==> config.mk <==
export PLATFORM = sky130hd
export DESIGN_NAME = instr_decode_stream
export DESIGN_NICKNAME = d
export VERILOG_FILES = /design/src/rtl/instr_decode_stream.sv
export SDC_FILE = /design/constraint.sdc
export NUM_CORES = 1
export LEC_CHECK = 0
export ABC_CLOCK_PERIOD_IN_PS = 3100
export BUFFER_PORTS_ARGS = -buffer_cell sky130_fd_sc_hd__buf_2
export CAP_MARGIN = 20
export CORE_MARGIN = 3
export CORE_UTILIZATION = 55
export DETAILED_ROUTE_END_ITERATION = 10
export GPL_TIMING_DRIVEN = 1
export PLACE_DENSITY = 0.8
export REMOVE_ABC_BUFFERS = 1
export SYNTH_ARGS = -nofsm -noshare
export SYNTH_HDL_FRONTEND = slang
export SYNTH_SLANG_ARGS = --single-unit
==> constraint.sdc <==
create_clock -name clk -period 3.1 [get_ports clk]
set_clock_uncertainty 0.15 [all_clocks]
set_input_delay 0.155 -clock clk [delete_from_list [all_inputs] [get_ports clk]]
set_output_delay 0.155 -clock clk [all_outputs]
set_load 0.03 [all_outputs]
==> src/rtl/instr_decode_stream.sv <==
// Splits dual-slot fetch words into condition-checked ALU/MEM/MOVE beats; MOVE-imm pulls its immediate from the next slot.
// First beat one clock after accept, then 1 beat/clk; out_valid&~out_ready freezes the output register and stalls fetch.
module instr_decode_stream #(
  parameter int WIDTH       = 32,
  parameter int OPCODE      = 4,
  parameter int REGS_CODING = 3,
  parameter int FLAGS       = 4
) (
  input  logic                   clk,
  input  logic                   rst_n,
  input  logic                   flush,
  input  logic                   in_valid,
  output logic                   in_ready,
  input  logic [WIDTH-1:0]       long_instr,
  input  logic                   start_hi,
  input  logic [FLAGS-1:0]       flags,
  output logic                   out_valid,
  input  logic                   out_ready,
  output logic                   alu_en,
  output logic [OPCODE-1:0]      opcode,
  output logic                   mem_en,
  output logic                   wren,
  output logic                   move_en,
  output logic [1:0]             mode,
  output logic [WIDTH/2-1:0]     immediate,
  output logic [REGS_CODING-1:0] op1,
  output logic [REGS_CODING-1:0] op2,
  output logic                   suffix,
  output logic                   illegal
);

  localparam int IW     = WIDTH / 2;
  localparam int P_CLS  = IW - 2;
  localparam int P_FUNC = P_CLS - OPCODE;
  localparam int P_OP1  = P_FUNC - REGS_CODING;
  localparam int P_OP2  = P_OP1 - REGS_CODING;
  localparam int P_COND = P_OP2 - 3;
  localparam int P_SUF  = P_COND - 1;

  localparam int F_CARRY    = 0;
  localparam int F_SIGN     = 1;
  localparam int F_OVERFLOW = 2;
  localparam int F_ZERO     = 3;

  typedef struct packed {
    logic                   alu_en;
    logic [OPCODE-1:0]      opcode;
    logic                   mem_en;
    logic                   wren;
    logic                   move_en;
    logic [1:0]             mode;
    logic [IW-1:0]          immediate;
    logic [REGS_CODING-1:0] op1;
    logic [REGS_CODING-1:0] op2;
    logic                   suffix;
    logic                   illegal;
  } beat_t;

  typedef enum logic [1:0] {S_IDLE, S_LO, S_HI, S_IMMW} state_t;

  state_t        r_state;
  logic [WIDTH-1:0] r_word;
  logic [IW-1:0] r_hold;
  logic          r_out_valid;
  beat_t         r_beat;

  logic          w_adv;
  logic          w_in_ready;
  logic [IW-1:0] w_slot;
  logic [IW-1:0] w_imm;
  logic [2:0]    w_cond;
  logic          w_pass;
  logic          w_mi;
  beat_t         w_beat;

  assign w_adv = ~r_out_valid | out_ready;

  always_comb begin
    w_in_ready = 1'b0;
    case (r_state)
      S_IDLE:         w_in_ready = 1'b1;
      S_HI, S_IMMW:   w_in_ready = w_adv;
      default:        w_in_ready = 1'b0;
    endcase
    if (flush) w_in_ready = 1'b0;
  end

  // The slot under decode and where its immediate would come from, per state.
  always_comb begin
    w_slot = r_word[IW-1:0];
    w_imm  = r_word[WIDTH-1:IW];
    case (r_state)
      S_HI: begin
        w_slot = r_word[WIDTH-1:IW];
        w_imm  = long_instr[IW-1:0];
      end
      S_IMMW: begin
        w_slot = r_hold;
        w_imm  = long_instr[IW-1:0];
      end
      default: begin
        w_slot = r_word[IW-1:0];
        w_imm  = r_word[WIDTH-1:IW];
      end
    endcase
  end

  always_comb begin
    w_cond = w_slot[P_COND +: 3];
    case (w_cond)
      3'd0:    w_pass = 1'b1;
      3'd1:    w_pass = flags[F_ZERO];
      3'd2:    w_pass = ~flags[F_ZERO];
      3'd3:    w_pass = flags[F_CARRY];
      3'd4:    w_pass = ~flags[F_CARRY];
      3'd5:    w_pass = flags[F_SIGN];
      3'd6:    w_pass = flags[F_OVERFLOW];
      default: w_pass = 1'b0;
    endcase
  end

  assign w_mi = (w_slot[P_CLS +: 2] == 2'b10) && !w_slot[P_FUNC + 1];

  always_comb begin
    w_beat        = '0;
    w_beat.op1    = w_slot[P_OP1 +: REGS_CODING];
    w_beat.op2    = w_slot[P_OP2 +: REGS_CODING];
    w_beat.suffix = w_slot[P_SUF];
    case (w_slot[P_CLS +: 2])
      2'b00: begin
        w_beat.alu_en = 1'b1;
        w_beat.opcode = w_slot[P_FUNC +: OPCODE];
      end
      2'b01: begin
        w_beat.mem_en = 1'b1;
        w_beat.wren   = w_slot[P_FUNC];
      end
      2'b10: begin
        w_beat.move_en   = 1'b1;
        w_beat.mode      = w_slot[P_FUNC +: 2];
        w_beat.immediate = w_slot[P_FUNC + 1] ? '0 : w_imm;
      end
      default: w_beat.illegal = 1'b1;
    endcase
  end

  always_ff @(posedge clk or negedge rst_n) begin
    if (!rst_n) begin
      r_state     <= S_IDLE;
      r_word      <= '0;
      r_hold      <= '0;
      r_out_valid <= 1'b0;
      r_beat      <= '0;
    end else if (flush) begin
      r_state     <= S_IDLE;
      r_out_valid <= 1'b0;
    end else begin
      if (w_adv) r_out_valid <= 1'b0;
      case (r_state)
        S_IDLE: begin
          if (in_valid) begin
            r_word  <= long_instr;
            r_state <= start_hi ? S_HI : S_LO;
          end
        end
        S_LO: begin
          if (w_adv) begin
            if (w_pass) begin
              r_out_valid <= 1'b1;
              r_beat      <= w_beat;
            end
            r_state <= w_mi ? S_IDLE : S_HI;
          end
        end
        S_HI: begin
          if (w_adv) begin
            if (w_mi && !in_valid) begin
              r_hold  <= r_word[WIDTH-1:IW];
              r_state <= S_IMMW;
            end else begin
              if (w_pass) begin
                r_out_valid <= 1'b1;
                r_beat      <= w_beat;
              end
              // A MOVE-imm with its successor word already present completes now, so that word is never lost.
              if (in_valid) begin
                r_word  <= long_instr;
                r_state <= (w_mi || start_hi) ? S_HI : S_LO;
              end else begin
                r_state <= S_IDLE;
              end
            end
          end
        end
        S_IMMW: begin
          if (w_adv && in_valid) begin
            if (w_pass) begin
              r_out_valid <= 1'b1;
              r_beat      <= w_beat;
            end
            r_word  <= long_instr;
            r_state <= S_HI;
          end
        end
        default: r_state <= S_IDLE;
      endcase
    end
  end

  assign in_ready  = w_in_ready;
  assign out_valid = r_out_valid;
  assign alu_en    = r_beat.alu_en;
  assign opcode    = r_beat.opcode;
  assign mem_en    = r_beat.mem_en;
  assign wren      = r_beat.wren;
  assign move_en   = r_beat.move_en;
  assign mode      = r_beat.mode;
  assign immediate = r_beat.immediate;
  assign op1       = r_beat.op1;
  assign op2       = r_beat.op2;
  assign suffix    = r_beat.suffix;
  assign illegal   = r_beat.illegal;

endmodule
# ---- After elaboration in Yosys (flattened, before gate mapping)
# Index checks and enable logic that the tools add are counted.
# W data, S select, Z words.
dict set report word_totals {
  register_bits 85
  elab_cells 96
}
dict set report op_classes {
  muxes 40
  reduce_logical 17
  bitwise_logic 5
  n_eq_ne 19
}
# operator n
set op_table {}
lappend op_table {{$mux W34} 5}
lappend op_table {{$mux W32} 4}
lappend op_table {{$pmux W34 S3} 1}
lappend op_table {{$pmux W32 S3} 1}
lappend op_table {{$mux W16} 2}
lappend op_table {{$pmux W16 S2} 1}
lappend op_table {{$mux W2} 11}
lappend op_table {{$mux W19} 1}
lappend op_table {{$ne A3 B3 Y1 const B} 4}
lappend op_table {{$eq A3 B3 Y1 const B} 3}
lappend op_table {{$mux W1} 9}
lappend op_table {{$ne A2 B2 Y1 const B} 4}
lappend op_table {{$pmux W2 S4} 1}
lappend op_table {{$reduce_and A4 Y1} 2}
lappend op_table {{$pmux W1 S7} 1}
lappend op_table {{$eq A2 B2 Y1 const B} 3}
lappend op_table {{$eq A3 B2 Y1 const B} 2}
lappend op_table {{$reduce_and A6 Y1} 1}
lappend op_table {{$reduce_bool A3 Y1} 2}
lappend op_table {{$mux W5} 1}
lappend op_table {{$reduce_and A5 Y1} 1}
lappend op_table {{$eq A2 B1 Y1 const B} 2}
lappend op_table {{$logic_not A2 Y1} 2}
lappend op_table {{$not A1 Y1} 4}
lappend op_table {{other kinds (10)} 13}

# ---- Logic depth before layout (Yosys ltp)
dict set report depth {
  word_depth 11
  ltp_mapped 9
  depth_no_buf 6
}

# ---- Worst setup path before layout
# No wires, ideal clock.
dict set report synth_path {
  path_kind {reg2reg}
  from {reg r_out_valid (netlist: out_valid)}
  to {reg r_word[10]}
  setup_ps 125
  setup_slack_ps 185
  arrival_ps 2640
  required_time_ps 2825
  path_stages_with_launch 7
  n_path_buf 2
  path_cell_list {dfrtp_1 > nor2b_1 > a211oi_1 > and2_1 > clkbuf_1 > buf_1 > mux2_2}
}
dict set report synth_via {
  elab_chain_len 5
}
# item line_no
set synth_rtl {}
lappend synth_rtl {{start, declared} 64} ;# logic r_out_valid;
lappend synth_rtl {{start signal, assigned} 152} ;# r_out_valid <= 1'b0;
lappend synth_rtl {{start signal, assigned} 156} ;# r_out_valid <= 1'b0;
lappend synth_rtl {{start signal, assigned} 158} ;# if (w_adv) r_out_valid <= 1'b0;
lappend synth_rtl {{$not A1 Y1 *} 76} ;# assign w_adv = ~r_out_valid | out_ready;
lappend synth_rtl {{$or A1 B1 Y1 *} 76}
lappend synth_rtl {{$logic_and A1 B1 Y1} 196} ;# if (w_adv && in_valid) begin
lappend synth_rtl {{$ne A2 B2 Y1 (no line)} --}
lappend synth_rtl {{$reduce_and A5 Y1 (no line) *} --}
lappend synth_rtl {{end signal, assigned} 162} ;# r_word <= long_instr;
lappend synth_rtl {{end signal, assigned} 187} ;# r_word <= long_instr;
lappend synth_rtl {{end signal, assigned} 201} ;# r_word <= long_instr;
lappend synth_rtl {{end, declared} 62} ;# logic [WIDTH-1:0] r_word;
# Every way passes the cells marked *; elsewhere a longest branch is shown, timed or not.
# A chain may end at the register's enable or synchronous reset.

# ---- Final worst setup path
dict set report layout_path {
  from {reg r_state[0]}
  to {reg r_hold[10]}
}
dict set report layout_via {
  elab_chain_len 6
}
# item line_no
set layout_rtl {}
lappend layout_rtl {{start, declared} 61} ;# state_t r_state;
lappend layout_rtl {{start signal, assigned} 163} ;# r_state <= start_hi ? S_HI : S_LO;
lappend layout_rtl {{start signal, assigned} 172} ;# r_state <= w_mi ? S_IDLE : S_HI;
lappend layout_rtl {{start signal, assigned} 188} ;# r_state <= (w_mi || start_hi) ? S_HI : S_LO;
lappend layout_rtl {{$eq A2 B2 Y1 (on tied branches)} {92, 159}}
lappend layout_rtl {{$pmux W16 S2} 92} ;# case (r_state)
lappend layout_rtl {{$eq A2 B2 Y1 or $logic_not A1 Y1 (tied branches)} 122} ;# assign w_mi = (w_slot[P_CLS +: 2] == 2'b10) && !w_slot[P_FUNC + 1];
lappend layout_rtl {{$logic_and A1 B1 Y1} 122}
lappend layout_rtl {{$logic_and A1 B1 Y1} 177} ;# if (w_mi && !in_valid) begin
lappend layout_rtl {{$reduce_and A4 Y1 (no line) *} --}
lappend layout_rtl {{end signal, assigned} 178} ;# r_hold <= r_word[WIDTH-1:IW];
lappend layout_rtl {{end, declared} 63} ;# logic [IW-1:0] r_hold;
# Marks and branches as above.

==> run metrics <==
status=finished clean; Longest Clk Path Bufs=2; Min Clock Period, post-route=~3 ns; largest family of logic cells by synthesized area=multiplexers; main area contributors after synthesis=dfrtp_1 (55%), mux2_2 (14%), mux2i_1 (8.0%); multi-input logic area=0.00165 sq mm; hpwl dp=~5400 um; clock power share=0.247; Routed WL=between 8000 and 9000 um; Slew Viols, Final=0; Skew-Pair Late Insertion Delay=0.35 ns; critical setup path kind=reg2reg; RSZ-0062 raised after global routing=yes; CP endpoint kind=flip-flop; Worst Tran Pin Value=about 0.6 ns; nets=around 450; Synth cell types=39; #FFs+latches synth=85; row count=29; critical path's largest stage delay=about 0.47 ns; largest net degree at the start of global routing=86; Routed WL per cell=approximately 17 um; Post-Synth Simple-Gate Area=0.0658; warnings from Yosys=0; type of origin of the critical path=flip-flop; final setup fails=0; die height=~90 um; post-CTS setup buffers=0; CTS root buffer=clkbuf_8; switching share of power=0.341; R2R depth=6; via density per instance=5.52; Finished Cell Area=0.00496 sq mm; CTS Buf Count=9; # diodes=0; depth of the CTS H-tree=3; Fin Hold WS=0.153 ns; CTS tree=yes; CP Depth=6; Initial Util=0.588; area leader, netlist=dfrtp_1; Final Hold Viols=0; Antenna Violating Nets Remaining=0; Critical Path RT=about 3.2 ns; slowest CP cell=dfrtp_1; Remaining DRCs=0; Synth top area share=0.551; crit path max fanout=18; power share of the sequential group=0.441; Synth Area in Compound Gates=0.106; CP Cell Sequence=buf_4, mux2_2, mux2i_1, nor3b_4, nand3_2, mux2_1; antenna violations before repair=0; grt ovf=0; DIE WIDTH=89.8 um; xor/xnor cell area share of the yosys netlist=0; cell area after synthesis=between 0.003 and 0.004 sq mm; DR iter-0 viols=132; Comb power frac=0.312; post-layout util=0.755; via count=roughly 2800; vias in the first global route=2964; DRT Pass-1 Iters=4; synthesized instance count=290; layout cells sized above 1=0.387; fmax=about 340 MHz; sw power=between 1 and 1.5 mW; PwrDens=roughly 710 mW/mm^2; CTS Sinks=85; I/O Pins=between 70 and 80; crit path DAT=slightly above 3 ns; adder-cell share of the synthesized area=0; Worst slew margin=0.597; Placed Area=roughly 0.0043 sq mm; first-pass GRT wire length=14700 um; Leak Pwr=~2.3 nW; maxcap violations=0; Seq/Total Area, Yosys=0.551; peak supply drop=0.478 mV; worst hold stages=5; gpl congestion=between 0.8 and 0.9; proportion of synthesized area in mux cells=0.254; final worst path period share=0.957; Post-Syn Area per Cell=13.3 sq um; internal power=2.32 mW; die area=between 0.008 and 0.009 sq mm; Layout area overhead=28.3%; Worst path top cell family by delay=multiplexers; Worst-path clk slew=about 0.08 ns; # port buffers=a little under 80; core region area=0.00657 sq mm; Tot GR Track Use=0.227; Hold Path Class=in2reg; WP buf/inv=1; Filler cells=431; FF+latch area=~0.0021 sq mm
[worst paths after layout]
kind / start / to / slack, ns
max: r_state[0]$_DFFE_PN0P_ / r_hold[10]$_DFFE_PN0P_ / 0.13
min: out_ready / r_state[0]$_DFFE_PN0P_ / 0.15
min in group asynchronous: rst_n / immediate[12]$_DFFE_PN0P_ / 0.16
min reg2reg: r_hold[15]$_DFFE_PN0P_ / r_hold[15]$_DFFE_PN0P_ / 0.32
max reg2reg: r_state[0]$_DFFE_PN0P_ / r_hold[10]$_DFFE_PN0P_ / 0.13
max in group asynchronous: rst_n / immediate[15]$_DFFE_PN0P_ / 2.01
[Yosys cell counts (all sizes together)]
library cell,instances
a2111o,1
a211oi,1
a21bo,3
a21o,1
a21oi,16
a31o,1
a31oi,1
and2,4
buf,12
clkbuf,4
dfrtp,85
inv,3
mux2,56
mux2i,32
mux4,1
nand2,4
nand2b,3
nand3,4
nand4,2
nand4b,4
nor2,18
nor2b,1
nor3,1
nor3b,1
o2111ai,1
o211a,1
o21ai,3
o2bb2ai,24
o311ai,1
or3,1
[sequential cells by signal, indices dropped and copies added (netlist names)]
register,count
op2,3
move_en,1
illegal,1
r_word,32
suffix,1
out_valid,1
wren,1
immediate,16
mem_en,1
r_hold,16
r_state,2
opcode,4
mode,2
alu_en,1
op1,3
[metrics by stage]
step	setup TNS [ns]	total power, mW	instances	setup WS (ns)
6_report	0	3.51	504	0.133
5_1_grt	-0.151	3.69	504	-0.0398
4_1_cts	0	3.53	503	0.191
3_5_place_dp	0	2.62	450	0.190
3_3_place_gp	0	2.59	450	0.283
2_1_floorplan	-26.36	2.29	274	-0.814
[tightest hold or removal path, cell delays in order]
cell      delay (ns)
buf_2           0.08
nand2b_1        0.15
a21oi_1         0.07
o21ai_0         0.07
a21oi_1         0.08
[layout make-up]
class / count / share of cell area
clock buffer: 10 / 0.0278
multi-input combinational: 186 / 0.332
timing repair buffer: 122 / 0.168
sequential: 85 / 0.429
tap: 93 / 0.0235
clock inverter: 5 / 0.0172
inverter: 3 / 0.00227
[routing by layer]
metal	wire, um	part of all wire	vias to the layer above	track usage
li1	-	-	1306	-
met1	3790	0.44	1386	0.301
met2	4200	0.49	79	0.368
met3	473	0.055	12	0.0509
met4	133	0.015	0	0.0817
met5	0	0	-	0
[cell usage in the layout (no fill, tap or decap), types with 2 or more instances in the layout]
master	n
dfrtp_1	84
buf_2	76
mux2_2	48
dlygate4sd3_1	38
mux2i_1	31
o2bb2ai_1	24
nor2_1	18
a21oi_1	16
clkbuf_8	10
mux2_1	7
buf_4	7
nand2_1	4
nand4b_1	4
and2_1	4
nand2b_1	3
inv_1	3
o21ai_0	3
a21bo_2	3
nand3_1	2
clkinv_4	2
bufinv_16	2
[power by group through the flow]
stage	combinational, mW	clock [mW]	sequential (mW)
final	1.10	0.867	1.55
after global routing	1.18	0.923	1.59
after CTS	1.10	0.881	1.55
after detailed placement	1.06	0	1.57
after global placement	1.03	0	1.56
after floorplan	0.450	0	1.84
[what timing repair did]
| item | CTS | global route |
|---|---|---|
| resized for setup | 0 | 0 |
| hold buffers | 38 | 0 |
| endpoints found under the setup margin | 0 | 9 |
| endpoints found under the hold margin | 136 | 0 |
[cells by family after synthesis]
group                  Yosys count
and+or+nand+nor                 43
buffers and inverters           19
DFF                             85
muxes                           89
AOI/OAI and AO/OA               54
Power figures use the tool's default switching activity.
